==> config.mk <==
export PLATFORM = sky130hd
export DESIGN_NAME = jtag_tap_ctrl_flat
export DESIGN_NICKNAME = d
export VERILOG_FILES = /design/src/rtl/jtag_pkg.sv /design/src/rtl/jtag_tap_ctrl_if.sv /design/src/rtl/jtag_tap_fsm.sv /design/src/rtl/jtag_tap_ctrl.sv /design/src/flat_wrapper.sv
export SDC_FILE = /design/constraint.sdc
export NUM_CORES = 1
export LEC_CHECK = 0
export CORE_MARGIN = 5
export CORE_UTILIZATION = 43
export CTS_CLUSTER_SIZE = 20
export DETAILED_ROUTE_END_ITERATION = 12
export PLACE_DENSITY = 0.67
export SKIP_LAST_GASP = 1
export SLEW_MARGIN = 20
export SYNTH_ARGS = -nofsm -noshare
export SYNTH_HDL_FRONTEND = slang
export SYNTH_SLANG_ARGS = --single-unit
export TNS_END_PERCENT = 20
==> constraint.sdc <==
create_clock -name tck_i -period 4.3 [get_ports tck_i]
set_input_delay 1.075 -clock tck_i [delete_from_list [all_inputs] [get_ports tck_i]]
set_output_delay 1.075 -clock tck_i [all_outputs]
set_load 0.01 [all_outputs]
==> src/rtl/jtag_pkg.sv <==
// jtag_pkg: TAP state encoding, default opcodes and the IR capture pattern
package jtag_pkg;
  typedef enum logic [3:0] {
    EXIT2_DR   = 4'h0, EXIT1_DR  = 4'h1, SHIFT_DR   = 4'h2, PAUSE_DR = 4'h3,
    SEL_IR     = 4'h4, UPDATE_DR = 4'h5, CAPTURE_DR = 4'h6, SEL_DR   = 4'h7,
    EXIT2_IR   = 4'h8, EXIT1_IR  = 4'h9, SHIFT_IR   = 4'hA, PAUSE_IR = 4'hB,
    RTI        = 4'hC, UPDATE_IR = 4'hD, CAPTURE_IR = 4'hE, TLR      = 4'hF
  } tap_state_t;
  localparam int          IR_LEN_DEF       = 4;
  localparam logic [31:0] IDCODE_VALUE_DEF = 32'h149511C3;
  localparam logic [3:0]  IDCODE_INST_DEF  = 4'b0010;
  localparam logic [3:0]  DEBUG_INST_DEF   = 4'b1000;
  localparam logic [3:0]  BYPASS_INST_DEF  = 4'b1111;
  localparam logic [1:0]  IR_CAPTURE_LSBS  = 2'b01;
endpackage

==> src/rtl/jtag_tap_ctrl_if.sv <==
// jtag_tap_ctrl_if: TAP pins plus the debug-unit strobe/select bundle
interface jtag_tap_ctrl_if;
  logic tms_i, tdi_i, tdo_o, tdo_oe_o, debug_tdo_i;
  logic debug_select_o, capture_dr_o, shift_dr_o, pause_dr_o, update_dr_o, tlr_o;
  modport slave (
    input  tms_i, tdi_i, debug_tdo_i,
    output tdo_o, tdo_oe_o, debug_select_o, capture_dr_o, shift_dr_o, pause_dr_o, update_dr_o, tlr_o
  );
  modport master (
    output tms_i, tdi_i, debug_tdo_i,
    input  tdo_o, tdo_oe_o, debug_select_o, capture_dr_o, shift_dr_o, pause_dr_o, update_dr_o, tlr_o
  );
endinterface

==> src/rtl/jtag_tap_fsm.sv <==
// jtag_tap_fsm: TAP state register, tms-driven transitions and DR strobe decode
module jtag_tap_fsm
  import jtag_pkg::*;
(
  input  logic       tck_i,
  input  logic       trst_ni,
  input  logic       tms_i,
  output tap_state_t state,
  output logic       capture_dr,
  output logic       shift_dr,
  output logic       pause_dr,
  output logic       update_dr,
  output logic       tlr
);
  tap_state_t state_nxt;
  // next state from the standard 16-state transition graph
  always_comb begin
    state_nxt = TLR;
    case (state)
      TLR:                      state_nxt = tms_i ? TLR : RTI;
      RTI, UPDATE_DR, UPDATE_IR: state_nxt = tms_i ? SEL_DR : RTI;
      SEL_DR:                   state_nxt = tms_i ? SEL_IR : CAPTURE_DR;
      SEL_IR:                   state_nxt = tms_i ? TLR : CAPTURE_IR;
      CAPTURE_DR, SHIFT_DR:     state_nxt = tms_i ? EXIT1_DR : SHIFT_DR;
      EXIT1_DR:                 state_nxt = tms_i ? UPDATE_DR : PAUSE_DR;
      PAUSE_DR:                 state_nxt = tms_i ? EXIT2_DR : PAUSE_DR;
      EXIT2_DR:                 state_nxt = tms_i ? UPDATE_DR : SHIFT_DR;
      CAPTURE_IR, SHIFT_IR:     state_nxt = tms_i ? EXIT1_IR : SHIFT_IR;
      EXIT1_IR:                 state_nxt = tms_i ? UPDATE_IR : PAUSE_IR;
      PAUSE_IR:                 state_nxt = tms_i ? EXIT2_IR : PAUSE_IR;
      EXIT2_IR:                 state_nxt = tms_i ? UPDATE_IR : SHIFT_IR;
    endcase
  end
  // state register, TLR on TAP reset
  always_ff @(posedge tck_i or negedge trst_ni)
    if (!trst_ni) state <= TLR;
    else state <= state_nxt;
  assign capture_dr = state == CAPTURE_DR;
  assign shift_dr   = state == SHIFT_DR;
  assign pause_dr   = state == PAUSE_DR;
  assign update_dr  = state == UPDATE_DR;
  assign tlr        = state == TLR;
endmodule

==> src/rtl/jtag_tap_ctrl.sv <==
// jtag_tap_ctrl: IEEE 1149.1 TAP with IDCODE, BYPASS and an external debug chain
module jtag_tap_ctrl
  import jtag_pkg::*;
#(
  parameter int                IR_LEN       = IR_LEN_DEF,
  parameter logic [31:0]       IDCODE_VALUE = IDCODE_VALUE_DEF,
  parameter logic [IR_LEN-1:0] IDCODE_INST  = IR_LEN'(IDCODE_INST_DEF),
  parameter logic [IR_LEN-1:0] DEBUG_INST   = IR_LEN'(DEBUG_INST_DEF),
  parameter logic [IR_LEN-1:0] BYPASS_INST  = IR_LEN'(BYPASS_INST_DEF)
)(
  input logic             tck_i,
  input logic             trst_ni,
  jtag_tap_ctrl_if.slave  bus
);
  localparam logic [IR_LEN-1:0] IR_CAPTURE = IR_LEN'(IR_CAPTURE_LSBS);
  tap_state_t state;
  logic [IR_LEN-1:0] ir_sr, ir;
  logic [31:0] idcode_sr;
  logic bypass_sr, sel_idcode, sel_debug, sel_bypass, shifting, tdo_mux;
  jtag_tap_fsm u_fsm (
    .tck_i,
    .trst_ni,
    .tms_i      (bus.tms_i),
    .state,
    .capture_dr (bus.capture_dr_o),
    .shift_dr   (bus.shift_dr_o),
    .pause_dr   (bus.pause_dr_o),
    .update_dr  (bus.update_dr_o),
    .tlr        (bus.tlr_o)
  );
  assign sel_idcode         = ir == IDCODE_INST;
  assign sel_debug          = ir == DEBUG_INST;
  assign sel_bypass         = ir == BYPASS_INST || !(sel_idcode || sel_debug);
  assign bus.debug_select_o = sel_debug;
  assign shifting           = state == SHIFT_IR || state == SHIFT_DR;
  assign tdo_mux            = state == SHIFT_IR ? ir_sr[0] :
                              sel_idcode ? idcode_sr[0] :
                              sel_debug ? bus.debug_tdo_i : bypass_sr;
  // IR shift register and latched instruction; TLR keeps reloading IDCODE
  always_ff @(posedge tck_i or negedge trst_ni)
    if (!trst_ni) begin
      ir_sr <= '0;
      ir    <= IDCODE_INST;
    end else begin
      ir_sr <= state == CAPTURE_IR ? IR_CAPTURE :
               state == SHIFT_IR ? {bus.tdi_i, ir_sr[IR_LEN-1:1]} : ir_sr;
      ir    <= state == TLR ? IDCODE_INST : state == UPDATE_IR ? ir_sr : ir;
    end
  // local data registers; only the one selected by the IR moves
  always_ff @(posedge tck_i or negedge trst_ni)
    if (!trst_ni) begin
      idcode_sr <= '0;
      bypass_sr <= 1'b0;
    end else begin
      idcode_sr <= !sel_idcode ? idcode_sr : state == CAPTURE_DR ? IDCODE_VALUE :
                   state == SHIFT_DR ? {bus.tdi_i, idcode_sr[31:1]} : idcode_sr;
      bypass_sr <= !sel_bypass ? bypass_sr : state == CAPTURE_DR ? 1'b0 :
                   state == SHIFT_DR ? bus.tdi_i : bypass_sr;
    end
  // tdo launched on the falling edge; held outside the shift states
  always_ff @(negedge tck_i or negedge trst_ni)
    if (!trst_ni) begin
      bus.tdo_o    <= 1'b0;
      bus.tdo_oe_o <= 1'b0;
    end else begin
      bus.tdo_oe_o <= shifting;
      bus.tdo_o    <= shifting ? tdo_mux : bus.tdo_o;
    end
endmodule
==> src/flat_wrapper.sv <==
// flat-port wrapper written by rule: the top's interface ports become plain ports
module jtag_tap_ctrl_flat import jtag_pkg::*;
#(
  parameter int                IR_LEN       = IR_LEN_DEF,
  parameter logic [31:0]       IDCODE_VALUE = IDCODE_VALUE_DEF,
  parameter logic [IR_LEN-1:0] IDCODE_INST  = IR_LEN'(IDCODE_INST_DEF),
  parameter logic [IR_LEN-1:0] DEBUG_INST   = IR_LEN'(DEBUG_INST_DEF),
  parameter logic [IR_LEN-1:0] BYPASS_INST  = IR_LEN'(BYPASS_INST_DEF)
)
  (tck_i, trst_ni, bus_tms_i, bus_tdi_i, bus_debug_tdo_i, bus_tdo_o, bus_tdo_oe_o, bus_debug_select_o, bus_capture_dr_o, bus_shift_dr_o, bus_pause_dr_o, bus_update_dr_o, bus_tlr_o);
  jtag_tap_ctrl_if bus_i ();
  input logic tck_i;
  input logic trst_ni;
  input wire logic [$bits(bus_i.tms_i)-1:0] bus_tms_i;
  input wire logic [$bits(bus_i.tdi_i)-1:0] bus_tdi_i;
  input wire logic [$bits(bus_i.debug_tdo_i)-1:0] bus_debug_tdo_i;
  output wire logic [$bits(bus_i.tdo_o)-1:0] bus_tdo_o;
  output wire logic [$bits(bus_i.tdo_oe_o)-1:0] bus_tdo_oe_o;
  output wire logic [$bits(bus_i.debug_select_o)-1:0] bus_debug_select_o;
  output wire logic [$bits(bus_i.capture_dr_o)-1:0] bus_capture_dr_o;
  output wire logic [$bits(bus_i.shift_dr_o)-1:0] bus_shift_dr_o;
  output wire logic [$bits(bus_i.pause_dr_o)-1:0] bus_pause_dr_o;
  output wire logic [$bits(bus_i.update_dr_o)-1:0] bus_update_dr_o;
  output wire logic [$bits(bus_i.tlr_o)-1:0] bus_tlr_o;
  assign bus_i.tms_i = bus_tms_i;
  assign bus_i.tdi_i = bus_tdi_i;
  assign bus_i.debug_tdo_i = bus_debug_tdo_i;
  assign bus_tdo_o = bus_i.tdo_o;
  assign bus_tdo_oe_o = bus_i.tdo_oe_o;
  assign bus_debug_select_o = bus_i.debug_select_o;
  assign bus_capture_dr_o = bus_i.capture_dr_o;
  assign bus_shift_dr_o = bus_i.shift_dr_o;
  assign bus_pause_dr_o = bus_i.pause_dr_o;
  assign bus_update_dr_o = bus_i.update_dr_o;
  assign bus_tlr_o = bus_i.tlr_o;
  jtag_tap_ctrl #(.IR_LEN(IR_LEN), .IDCODE_VALUE(IDCODE_VALUE), .IDCODE_INST(IDCODE_INST), .DEBUG_INST(DEBUG_INST), .BYPASS_INST(BYPASS_INST)) u_core (.tck_i(tck_i), .trst_ni(trst_ni), .bus(bus_i));
endmodule
==> impl_metrics.csv, run 1 <==
group,metric,value,unit
sta,skew,0.00800,ns
sta,worst_slew_pin_slew,0.683,ns
synthesis,synth.avg_cell_area,11.3,um^2
sta,max_slew_margin,0.543,
sta,fin_tns_setup,0,ns
setup_path,crit_family,"flip-flops",
routing,wl_per_cell,14.2,um
setup_path,crit_slowest_cell,"dfrtn_1",
power,power.internal,1.02,mW
layout,area_growth,11.2,%
global_routing,gr-total-overflow,0,
floorplan,die_h,82.5,um
setup_path,start_kind,"flop",
global_routing,grt_max_degree,47,
synthesis,syn_area,2260,um^2
cts,holdBufCountCts,0,
min_path,hold_path.class,"flop to flop",
cts,cts.sinks,47,
setup_path,end_kind,"primary output",
routing,drc,0,
routing,drt_wl_total,3.95,mm
placement,dp_hpwl,2.40,mm
cts,root_buffer,"clkbuf_8",
cts,cts_buffer_depth,2,
run_status,status,"finished clean",
global_routing,grt_antenna_before_repair,0,
setup_path,cp-startpoint,"u_core.bus.tdo_o",
power,clock_power_share,0.166,
routing,vias,1416,
cts,postCtsSetupRepairBufs,0,
layout,nNetsFinal,213,
layout,fillers,483,
run,cap_violations,0,
layout,drive_above_1_share,0.215,
power,p_leak,1.15,nW
synthesis,synth_enable_flop_cells,0,
setup_path,critPathMaxStageDelay,0.41,ns
routing,drt_iter0_drc,88,
synthesis,synth_top_flop_cell,"dfrtp_1",
synthesis,synth_area_leader_cell,"dfrtp_1",
floorplan,core-area,5110,um^2
routing,firstDrtPassIters,5,
placement,port_buffers,12,
setup_path,reg2reg_depth,3,
setup_path,cp.depth,1,
global_routing,grt_pass1_wl,7.02,mm
power,vdd_drop_max,0.408,mV
power,powerDensity,640,nW/um^2
placement,gp_congestion,0.791,
sta,setup_viol,0,
setup_path,critPathBufInv,1,
synthesis,yosysSeqAreaShare,0.524,
synthesis,synth_top_area_share,0.443,
setup_path,worstSetupPathType,"flop to primary output",
power,combPwrFrac,0.366,
setup_path,critPathMaxFanout,2,
setup_path,cp-endpoint,"bus_tdo_o",
floorplan,rows,26,
cts,path_clk_slew,0.09,ns
floorplan,die-area,6800,um^2
setup_path,r2r_start,"u_core.u_fsm.state[1]",
cts,cts_buffers,5,
setup_path,r2r_setup_slack,0.60,ns
floorplan,start_util,0.442,
synthesis,synthesis.nets,204,
global_routing,grt_usage,0.135,
global_routing,grt_pass1_vias,1429,
layout,antenna_cells,0,
synthesis,yosys_warnings,0,
synthesis,synth.area.top_cells,"dfrtp_1 44%, mux2_4 13%, dfstp_2 5.8%, nor2b_1 5.8%, a31oi_1 3.9%",
routing,antenna_left,0,
setup_path,crit_required,3.22,ns
setup_path,r2r_end,"u_core.bus.tdo_o",
cts,tritoncts,"yes",
synthesis,ys_async_sr_fraction,1.00,
placement,dpl.cell_count,271,
cts,insertion_delay,0.30,ns
sta,rsz0062_at_grt,"false",
layout,finalNonFillerCells,279,
synthesis,netlist_instances,199,
setup_path,worst_ep_arrival_time,3.13,ns
routing,vias_per_cell,5.08,
sta,finalHoldViolCount,0,
synthesis,ys_ff_latch,47,
floorplan,die_width,82.5,um
power,p_seq_frac,0.468,
synthesis,synth_cell_types,40,
floorplan,ioPinCount,13,
setup_path,worstPathCellList,"dlygate4sd2_1",
power,switching_share,0.367,
cts,h-tree-depth,2,
sta,slew_viol_final,0,
power,power_switching,0.590,mW
cells in the mapped netlist, types with 2 or more instances:
library cell	count
a21oi_1	13
a31oi_1	14
buf_2	5
buf_6	2
clkbuf_1	7
dfrtn_1	2
dfrtp_1	40
dfstp_2	5
mux2_2	2
mux2_4	20
nand2_1	13
nand2b_1	3
nand3_1	2
nor2_1	16
nor2b_1	21
nor3_1	2
o21ai_0	9
sequential cells by signal, indices dropped and copies added (netlist names):
signal	count
u_core.u_fsm.state	4
u_core.idcode_sr	32
u_core.ir_sr	4
u_core.bus.tdo_oe_o	1
u_core.bypass_sr	1
u_core.ir	4
u_core.bus.tdo_o	1
power by group through the flow:
stage	clock, mW	sequential (mW)	combinational [mW]
detailed placement	0	0.755	0.597
CTS	0.277	0.752	0.594
finish	0.267	0.753	0.588
global placement	0	0.753	0.589
global route	0.295	0.782	0.663
floorplan	0	0.701	0.504
cell usage in the layout, fill, tap and decap left out, types with 2 or more instances in the layout:
| cell type | instances |
|---|---|
| clkinvlp_4 | 2 |
| nor2_1 | 16 |
| buf_4 | 5 |
| clkdlybuf4s50_1 | 9 |
| a31oi_1 | 14 |
| dfrtp_1 | 40 |
| mux2_4 | 20 |
| dfstp_2 | 5 |
| nand2_1 | 13 |
| nand2b_1 | 3 |
| mux2_2 | 2 |
| nor2b_1 | 21 |
| nor3_1 | 2 |
| o21ai_0 | 9 |
| clkbuf_8 | 5 |
| dfrtn_1 | 2 |
| nand3_1 | 2 |
| a21oi_1 | 13 |
routing by layer:
layer	vias up	GRT usage	share of wire
met2	24	0.200	0.44
met4	0	0.0548	0.019
met5	-	0	0
met3	6	0.0304	0.030
li1	704	-	-
met1	682	0.191	0.51
metrics by stage:
step	power [mW]	area [um^2]	hold slack, ns	util	setup slack [ns]
2_1_floorplan	1.21	2260	0.463	-	0.540
5_1_grt	1.74	2510	0.537	0.492	0.0570
3_5_place_dp	1.35	2420	0.486	0.474	0.0642
3_3_place_gp	1.34	2420	0.484	0.474	0.0757
4_1_cts	1.62	2510	0.511	0.491	-0.141
6_report	1.61	2510	0.508	0.492	0.0964
layout make-up:
type / count / area [um^2] / area share
multi-input combinational: 136 / 995 / 0.396
sequential: 47 / 1180 / 0.471
timing repair buffer: 17 / 154 / 0.0613
clock inverter: 3 / 20.0 / 0.00797
clock buffer: 5 / 68.8 / 0.0274
tap: 70 / 87.6 / 0.0349
inverter: 1 / 3.75 / 0.00149
worst min-delay path by stage:
stage	from	end	slack (ns)	cells past startpoint
floorplan	u_core.ir_sr[0]	u_core.ir_sr[0]	0.46	2
global placement	u_core.idcode_sr[14]	u_core.idcode_sr[14]	0.48	1
detailed placement	u_core.idcode_sr[31]	u_core.idcode_sr[31]	0.49	1
CTS	u_core.ir_sr[0]	u_core.ir_sr[0]	0.51	2
global route	u_core.idcode_sr[31]	u_core.idcode_sr[31]	0.54	1
finish	u_core.idcode_sr[25]	u_core.idcode_sr[25]	0.51	1
timing repair:
item                       4_1_cts  5_1_grt
hold endpoints to repair         0        0
setup endpoints to repair        2        1
gates resized for setup          1        1
cells by family after synthesis:
| kind of cell | share of synthesized area |
|---|---|
| flops | 0.524 |
| compound gates | 0.124 |
| mux | 0.147 |
| xor+xnor | 0.00388 |
| buf+inv | 0.0360 |
| simple gates | 0.166 |
Note: power is estimated with default switching activity, not from simulation.
==> run 2, diff against run 1 <==
- CORE_UTILIZATION: 43 -> 25
- PLACE_DENSITY: 0.67 -> 0.46
==> impl_metrics.csv, run 2 (synthesis gave the netlist of run 1 again) <==
group,metric,value,unit
setup_path,critPathBufInv,1,
setup_path,worst_ep_arrival_time,3.12,ns
cts,h-tree-depth,2,
layout,fillers,930,
cts,path_clk_slew,0.09,ns
sta,rsz0062_at_grt,"false",
setup_path,end_kind,"primary output",
cts,holdBufCountCts,0,
power,p_total,1.63,mW
power,powerDensity,637,nW/um^2
setup_path,r2r_setup_slack,0.71,ns
layout,layout_common_cells,"40 x dfrtp_1, 21 x nor2b_1, 20 x mux2_4",
global_routing,grt_pass1_vias,1477,
setup_path,r2r_start,"u_core.u_fsm.state[1]",
setup_path,critPathMaxFanout,2,
global_routing,grt_max_degree,46,
run_status,status,"finished clean",
layout,top_register,"u_core.idcode_sr",
setup_path,r2r_end,"u_core.bus.tdo_o",
floorplan,start_util,0.258,
sta,max_slew_margin,0.534,
routing,drt_iter0_drc,70,
layout,layout_commonest_cell,"dfrtp_1",
power,p_leak,1.15,nW
sta,skew,0.00982,ns
floorplan,ioPinCount,13,
cts,insertion_delay,0.30,ns
layout,nNetsFinal,212,
routing,antenna_left,0,
routing,drt_wl_total,4.16,mm
routing,vias,1414,
routing,drc,0,
setup_path,cp-startpoint,"u_core.bus.tdo_o",
setup_path,crit_family,"flip-flops",
cts,cts_buffers,5,
layout,finalNonFillerCells,316,
floorplan,die_h,105,um
setup_path,reg2reg_depth,3,
layout,largest_register_ffs,32,
power,vdd_drop_max,0.242,mV
sta,slew_viol_final,0,
layout,area_growth,13.4,%
floorplan,rows,34,
cts,cts.sinks,47,
placement,port_buffers,12,
cts,root_buffer,"clkbuf_8",
global_routing,gr-total-overflow,0,
placement,dp_hpwl,2.50,mm
global_routing,grt_usage,0.0808,
cts,tritoncts,"yes",
placement,gp_congestion,0.681,
floorplan,die-area,11000,um^2
sta,setup_viol,0,
sta,finalHoldViolCount,0,
routing,vias_per_cell,4.47,
setup_path,worstSetupPathType,"flop to primary output",
setup_path,worstPathCellList,"dlygate4sd2_1",
routing,wl_per_cell,13.2,um
sta,holdWs,0.508,ns
floorplan,die_width,105,um
setup_path,crit_slowest_cell,"dfrtn_1",
global_routing,grt_antenna_before_repair,0,
setup_path,crit_required,3.22,ns
setup_path,start_kind,"flop",
placement,dpl.cell_count,308,
min_path,min-delay-start,"u_core.idcode_sr[22]",
min_path,hold_path.class,"flop to flop",
setup_path,cp.depth,1,
run,cap_violations,0,
routing,firstDrtPassIters,4,
setup_path,cp-endpoint,"bus_tdo_o",
cts,cts_buffer_depth,2,
layout,drive_above_1_share,0.212,
layout,antenna_cells,0,
sta,worst_slew_pin_slew,0.697,ns
setup_path,critPathMaxStageDelay,0.41,ns
global_routing,grt_pass1_wl,7.39,mm
floorplan,core-area,8760,um^2
sta,fin_tns_setup,0,ns
run 2: where the power goes:
group / internal, mW / switching [mW]
clock: 0.131 / 0.153
combinational: 0.287 / 0.305
sequential: 0.617 / 0.137
run 2: through the flow:
| stage | setup WS [ns] | util | cell area [um^2] |
|---|---|---|---|
| 2_1_floorplan | 0.540 | - | 2260 |
| 3_3_place_gp | 0.0793 | 0.281 | 2460 |
| 3_5_place_dp | 0.0922 | 0.281 | 2460 |
| 4_1_cts | -0.148 | 0.292 | 2560 |
| 5_1_grt | 0.0555 | 0.292 | 2560 |
| 6_report | 0.103 | 0.292 | 2560 |
run 2: layout make-up:
class                           instances  area (um^2)  share of cell area
Sequential cell                        47         1180               0.462
Inverter                                1         3.75             0.00147
Clock inverter                          2         16.3             0.00635
Timing Repair Buffer                   16          146              0.0572
Multi-Input combinational cell        136          995               0.388
Tap cell                              108          135              0.0528
Clock buffer                            6         82.6              0.0322
run 2: worst min path at each step:
stage / cells after the start / slack, ns / endpoint
3_5_place_dp: 1 / 0.48 / u_core.idcode_sr[22]
2_1_floorplan: 2 / 0.46 / u_core.ir_sr[0]
4_1_cts: 1 / 0.51 / u_core.idcode_sr[22]
6_report: 1 / 0.51 / u_core.idcode_sr[22]
5_1_grt: 1 / 0.53 / u_core.idcode_sr[11]
3_3_place_gp: 1 / 0.49 / u_core.idcode_sr[22]
run 2: timing repair:
| action | in CTS | in global routing |
|---|---|---|
| setup endpoints to repair | 2 | 1 |
| setup buffers | 0 | 0 |
| pin swaps | 0 | 0 |
| resized for setup | 1 | 1 |
| hold endpoints to repair | 0 | 0 |
run 2: metal layers:
metal  routed length [um]  global-route usage  vias up
li1                     -                   -      705
met1                 2170               0.113      688
met2                 1820               0.118       13
met3                   66              0.0166        8
met4                  108              0.0393        0
met5                    0                   0        -
